File: config.mk
export PLATFORM = sky130hd
export DESIGN_NAME = seq_divider
export DESIGN_NICKNAME = d
export VERILOG_FILES = /design/src/rtl/seq_divider.sv
export SDC_FILE = /design/constraint.sdc
export NUM_CORES = 1
export LEC_CHECK = 0
export ABC_AREA = 1
export CAP_MARGIN = 10
export CORE_ASPECT_RATIO = 1.4
export CORE_MARGIN = 3
export CORE_UTILIZATION = 45
export DETAILED_ROUTE_END_ITERATION = 7
export GPL_TIMING_DRIVEN = 0
export PLACE_DENSITY = 0.66
export SYNTH_ARGS = -nofsm -noshare
export SYNTH_HDL_FRONTEND = slang
export SYNTH_SLANG_ARGS = --single-unit
File: constraint.sdc
create_clock -name clk -period 4.4 [get_ports clk]
set_input_delay 0.88 -clock clk [delete_from_list [all_inputs] [get_ports clk]]
set_output_delay 0.88 -clock clk [all_outputs]
set_load 0.01 [all_outputs]
File: src/rtl/seq_divider.sv
// seq_divider: multi-cycle restoring divider, one quotient bit per clock.
// Operands are reduced to magnitudes on accept, divided unsigned, and the
// signs are restored in a single fix-up cycle that also registers the
// outputs. A zero divisor skips the iteration entirely.
module seq_divider #(
    parameter int WIDTH_N = 8,
    parameter int WIDTH_D = 8
) (
    input  logic               clk,
    input  logic               rst_n,
    input  logic               in_valid,
    output logic               in_ready,
    input  logic [WIDTH_N-1:0] dividend,
    input  logic [WIDTH_D-1:0] divisor,
    input  logic               is_signed,
    output logic               out_valid,
    input  logic               out_ready,
    output logic [WIDTH_N-1:0] quotient,
    output logic [WIDTH_D-1:0] remainder,
    output logic               div_zero,
    output logic               overflow
);

    localparam int CNT_W = $clog2(WIDTH_N + 1);
    localparam logic [WIDTH_N-1:0] MIN_N = {1'b1, {(WIDTH_N-1){1'b0}}};

    typedef enum logic [1:0] {
        IDLE = 2'd0,
        RUN  = 2'd1,
        FIX  = 2'd2,
        DONE = 2'd3
    } state_t;

    state_t state, state_nxt;

    // Iteration state: dvd shifts out dividend bits on the left and collects
    // quotient bits on the right, so it ends the run holding |quotient|.
    logic [WIDTH_N-1:0] dvd;
    logic [WIDTH_D-1:0] dsr;
    logic [WIDTH_D-1:0] rem;
    logic [CNT_W-1:0]   cnt;
    logic               sgn_mode;
    logic               sgn_n;
    logic               sgn_d;
    logic               dz;
    logic               ovf;

    // Accept-time decode
    logic               dz_in;
    logic               ovf_in;

    // One restoring step
    logic [WIDTH_D:0]   rem_sh;
    logic               ge;
    logic [WIDTH_D-1:0] diff;
    logic [WIDTH_D-1:0] rem_nxt;

    // Fix-up results
    logic [WIDTH_N-1:0] q_fix;
    logic [WIDTH_D-1:0] r_fix;

    function automatic logic [WIDTH_N-1:0] neg_n(input logic [WIDTH_N-1:0] v);
        return ~v + WIDTH_N'(1);
    endfunction

    function automatic logic [WIDTH_D-1:0] neg_d(input logic [WIDTH_D-1:0] v);
        return ~v + WIDTH_D'(1);
    endfunction

    // Absolute value in signed mode; the most negative value maps onto its
    // own bit pattern, which is the correct unsigned magnitude.
    function automatic logic [WIDTH_N-1:0] mag_n(input logic [WIDTH_N-1:0] v,
                                                 input logic sgn);
        return (sgn && v[WIDTH_N-1]) ? neg_n(v) : v;
    endfunction

    function automatic logic [WIDTH_D-1:0] mag_d(input logic [WIDTH_D-1:0] v,
                                                 input logic sgn);
        return (sgn && v[WIDTH_D-1]) ? neg_d(v) : v;
    endfunction

    // Dividend resized into the remainder field: truncate or zero-extend.
    function automatic logic [WIDTH_D-1:0] fit_d(input logic [WIDTH_N-1:0] v);
        return WIDTH_D'(v);
    endfunction

    assign in_ready  = (state == IDLE);
    assign out_valid = (state == DONE);

    assign dz_in  = (divisor == '0);
    assign ovf_in = is_signed && (dividend == MIN_N) && (divisor == '1);

    // Shifted remainder is one bit wider than the divisor so the compare is
    // exact; the difference is always below |divisor| and fits WIDTH_D bits.
    always_comb begin
        rem_sh  = {rem, dvd[WIDTH_N-1]};
        ge      = (rem_sh >= {1'b0, dsr});
        diff    = rem_sh[WIDTH_D-1:0] - dsr;
        rem_nxt = ge ? diff : rem_sh[WIDTH_D-1:0];
    end

    // Sign restoration, plus the fixed zero-divisor result pattern.
    always_comb begin
        q_fix = dvd;
        r_fix = rem;
        if (dz) begin
            q_fix = '1;
            r_fix = fit_d(dvd);
        end else begin
            if (sgn_mode && (sgn_n ^ sgn_d)) q_fix = neg_n(dvd);
            if (sgn_mode && sgn_n)           r_fix = neg_d(rem);
        end
    end

    // State register.
    always_ff @(posedge clk or negedge rst_n) begin
        if (!rst_n) state <= IDLE;
        else        state <= state_nxt;
    end

    // Next-state decode.
    always_comb begin
        state_nxt = state;
        case (state)
            IDLE: if (in_valid) state_nxt = dz_in ? FIX : RUN;
            RUN:  if (cnt == CNT_W'(1)) state_nxt = FIX;
            FIX:  state_nxt = DONE;
            DONE: if (out_ready) state_nxt = IDLE;
            default: state_nxt = IDLE;
        endcase
    end

    // Operand capture on accept, then one restoring step per RUN cycle.
    always_ff @(posedge clk or negedge rst_n) begin
        if (!rst_n) begin
            dvd      <= '0;
            dsr      <= '0;
            rem      <= '0;
            cnt      <= '0;
            sgn_mode <= 1'b0;
            sgn_n    <= 1'b0;
            sgn_d    <= 1'b0;
            dz       <= 1'b0;
            ovf      <= 1'b0;
        end else begin
            case (state)
                IDLE: begin
                    if (in_valid) begin
                        // A zero divisor keeps the raw dividend for the
                        // remainder field instead of its magnitude.
                        dvd      <= dz_in ? dividend : mag_n(dividend, is_signed);
                        dsr      <= mag_d(divisor, is_signed);
                        rem      <= '0;
                        cnt      <= CNT_W'(WIDTH_N);
                        sgn_mode <= is_signed;
                        sgn_n    <= dividend[WIDTH_N-1];
                        sgn_d    <= divisor[WIDTH_D-1];
                        dz       <= dz_in;
                        ovf      <= ovf_in;
                    end
                end
                RUN: begin
                    dvd <= {dvd[WIDTH_N-2:0], ge};
                    rem <= rem_nxt;
                    cnt <= cnt - CNT_W'(1);
                end
                default: ;
            endcase
        end
    end

    // Result registers load only in FIX and otherwise hold their last value.
    always_ff @(posedge clk or negedge rst_n) begin
        if (!rst_n) begin
            quotient  <= '0;
            remainder <= '0;
            div_zero  <= 1'b0;
            overflow  <= 1'b0;
        end else if (state == FIX) begin
            quotient  <= q_fix;
            remainder <= r_fix;
            div_zero  <= dz;
            overflow  <= ovf;
        end
    end

endmodule

==> impl_metrics.json <==
{
  "status": "finished clean",
  "area_growth_pct": 18.32,
  "final_nets": 580,
  "slew_viol_final": 0,
  "cp_max_fo": 7,
  "synth_top_area_cell": "dfrtp_1",
  "wl_per_cell_um": 13.69,
  "worst_ep_required_time_ns": 3.52,
  "finalSetupViolations": 0,
  "postCtsResizedCells": 0,
  "max_cap_viol_count": 0,
  "wl_mm": 8.723,
  "r2r_slack_ns": 2.52,
  "wl_met2_mm": 4.609,
  "vias": 3329,
  "arrival_ns": 1.72,
  "drt_iter0_drc": 163,
  "path_clk_slew_ns": 0.10,
  "root_buffer": "clkbuf_8",
  "fin_setup_tns_ns": 0,
  "die_w_um": 80.95,
  "grt_max_degree": 41,
  "skew_ns": 0.009281,
  "timing.max_slew.rel_slack_pct": 65.93,
  "critPathTopFamily": "buffers and inverters",
  "insertion_delay_ns": 0.30,
  "end_kind": "output port",
  "critPathBufInv": 2,
  "dpl.hpwl_mm": 6.954,
  "p_leak_nw": 2.127,
  "vdd_drop_max_mv": 0.3878,
  "syn-num-nets": 532,
  "cts_buffers": 5,
  "fin_crit_ns": 2.603,
  "synth.distinct_cells": 35,
  "die_y_um": 110.9,
  "slowest_delay_ns": 0.59,
  "cts-htree-levels": 2,
  "rsz0062_at_grt": "false",
  "start_util_pct": 47.18,
  "ant_nets": 0,
  "synthTopCellsByArea": "dfrtp_1 37%, nand2_1 15%, nand3_1 7.6%",
  "grt_pass1_vias": 3173,
  "wl_met1_mm": 3.682,
  "final_core_util_pct": 55.82,
  "finalHoldViolCount": 0,
  "synthFlopType": "dfrtp_1",
  "holdBufCountCts": 0,
  "met3WireLength_um": 292,
  "syn_area_per_cell_um2": 7.207,
  "clk_path_buf_depth": 2,
  "antenna_found_initial": 0,
  "min_path_type": "input port to asynchronous set/reset pin",
  "cp_cell_sequence": "inv_1 > ha_1 > clkdlybuf4s50_1",
  "fmaxAchievable_mhz": 384.2,
  "cts_setup_buffers": 0,
  "criticalPathCategory": "flop to output port",
  "grt_usage_pct": 20.17,
  "overflow": 0,
  "synth.most_common_cell": "nand2_1",
  "synth_edf_count": 0,
  "ys_seq_area_share_pct": 37.48,
  "fp-row-count": 37,
  "synth_top_cell_area_share_pct": 37.48,
  "yosysWarningCount": 0,
  "async_reset_ff_share_pct": 100.0,
  "via_per_inst": 5.226,
  "io_pins": 41,
  "synth_area_mm2": 0.003538,
  "power.total_mw": 3.085,
  "whs_ns": 0.4727,
  "grt_first_pass_wirelength_mm": 14.50,
  "ys_top_cells_by_count": "144 x nand2_1, 71 x inv_1, 54 x nand3_1",
  "first_pass_iters": 5,
  "portBuffers": 40,
  "top_layer": "met4",
  "worstMarginPinSlew_ns": 0.5110,
  "cts.sinks": 53,
  "ys_seq_elements": 53,
  "core-area_mm2": 0.007500,
  "route.detailed.drc": 0,
  "cts_tree": "yes",
  "worstSetupStartpointType": "flop",
  "cp_slowest_cell": "clkdlybuf4s50_1",
  "period_share_pct": 59.16,
  "synthesis.instances": 491,
  "place.gp.congestion": 0.9144,
  "diodes": 0,
  "fp.dieArea_mm2": 0.008978,
  "drive_gt1_share_pct": 5.370,
  "powerDensity_mw_per_mm2": 736.9
}
==> flip-flops by register name, indices dropped and copies added, names as in the netlist <==
register,flops
dz,1
overflow,1
cnt,4
dvd,8
sgn_n,1
remainder,8
state,2
dsr,8
div_zero,1
ovf,1
rem,8
sgn_mode,1
quotient,8
sgn_d,1
==> final timing paths <==
| kind | start | end | cells past startpoint |
|---|---|---|---|
| worst min-delay path | rst_n | dsr[3] | 1 |
| max in group asynchronous | rst_n | rem[3] | 2 |
| worst min register to register | overflow | overflow | 2 |
| worst max register to register | dvd[7] | rem[4] | 10 |
| min in group clk | overflow | overflow | 2 |
| worst max-delay path | state[0] | in_ready | 3 |
==> power breakdown <==
| group | internal, mW | leakage [nW] | switching (mW) |
|---|---|---|---|
| Combinational | 0.755 | 1.41 | 1.14 |
| Clock | 0.171 | 0.0554 | 0.163 |
| Sequential | 0.702 | 0.662 | 0.155 |
| Total | 1.63 | 2.13 | 1.46 |
==> worst reg2reg max path, stage by stage, from the launching register on <==
cell and delay [ns]:
dfrtp_1 0.41, inv_1 0.14, ha_1 0.16, inv_1 0.07
fa_1 0.44, nand3_1 0.10, nand3_1 0.09, xnor2_1 0.17
nand2_1 0.08, nand3_1 0.07, nand2_1 0.05
==> routing by layer <==
| layer | vias up | global-route usage (%) |
|---|---|---|
| met5 | - | 0 |
| met4 | 0 | 4.848 |
| met3 | 11 | 2.195 |
| met2 | 69 | 36.26 |
| met1 | 1562 | 25.14 |
| li1 | 1687 | - |
==> cells by family after synthesis <==
logic type | synth area share (%)
flops | 37.48
simple gates | 29.63
xor+xnor | 3.218
compound gates | 12.38
fa+ha+maj | 7.284
buf+inv | 10.01
==> cell type report <==
cell class,instances,area (µm²)
Fill cell,756,3313
Multi-Input combinational cell,350,1858
Sequential cell,53,1326
Timing Repair Buffer,41,415.4
Inverter,74,277.8
Tap cell,97,121.4
Buffer,14,76.32
Clock buffer,6,72.57
Clock inverter,2,38.79
==> stage by stage <==
stage | cell area (µm²) | cells | setup slack (ns)
after floorplan | 3538 | 491 | 2.469
after global placement | 4060 | 628 | 0.7722
after detailed placement | 4075 | 629 | 1.670
after CTS | 4187 | 637 | 1.781
after global routing | 4187 | 637 | 1.708
final | 4187 | 637 | 1.797
==> cells in the final DEF, fill, tap and decap left out, types with 2 or more instances in the layout <==
master           Yosys  routed
dfrtp_1             53      53
a21oi_1             20      20
inv_2                2       2
clkbuf_8             0       5
nor3_1               5       5
ha_1                19      19
inv_1               71      71
clkdlybuf4s50_1      0      39
o21bai_1             2       2
xnor2_1              3       3
nand4_1             10      10
nand3_1             54      54
o221ai_1             5       5
buf_2                7       8
nor2_1              25      25
o22ai_1              6       6
xor2_1              10      10
nand2_1            144     144
o211ai_1             7       7
o21ai_0             27      27
clkbuf_1             4       5
buf_4                2       2
(Power assumes the default switching activity.)
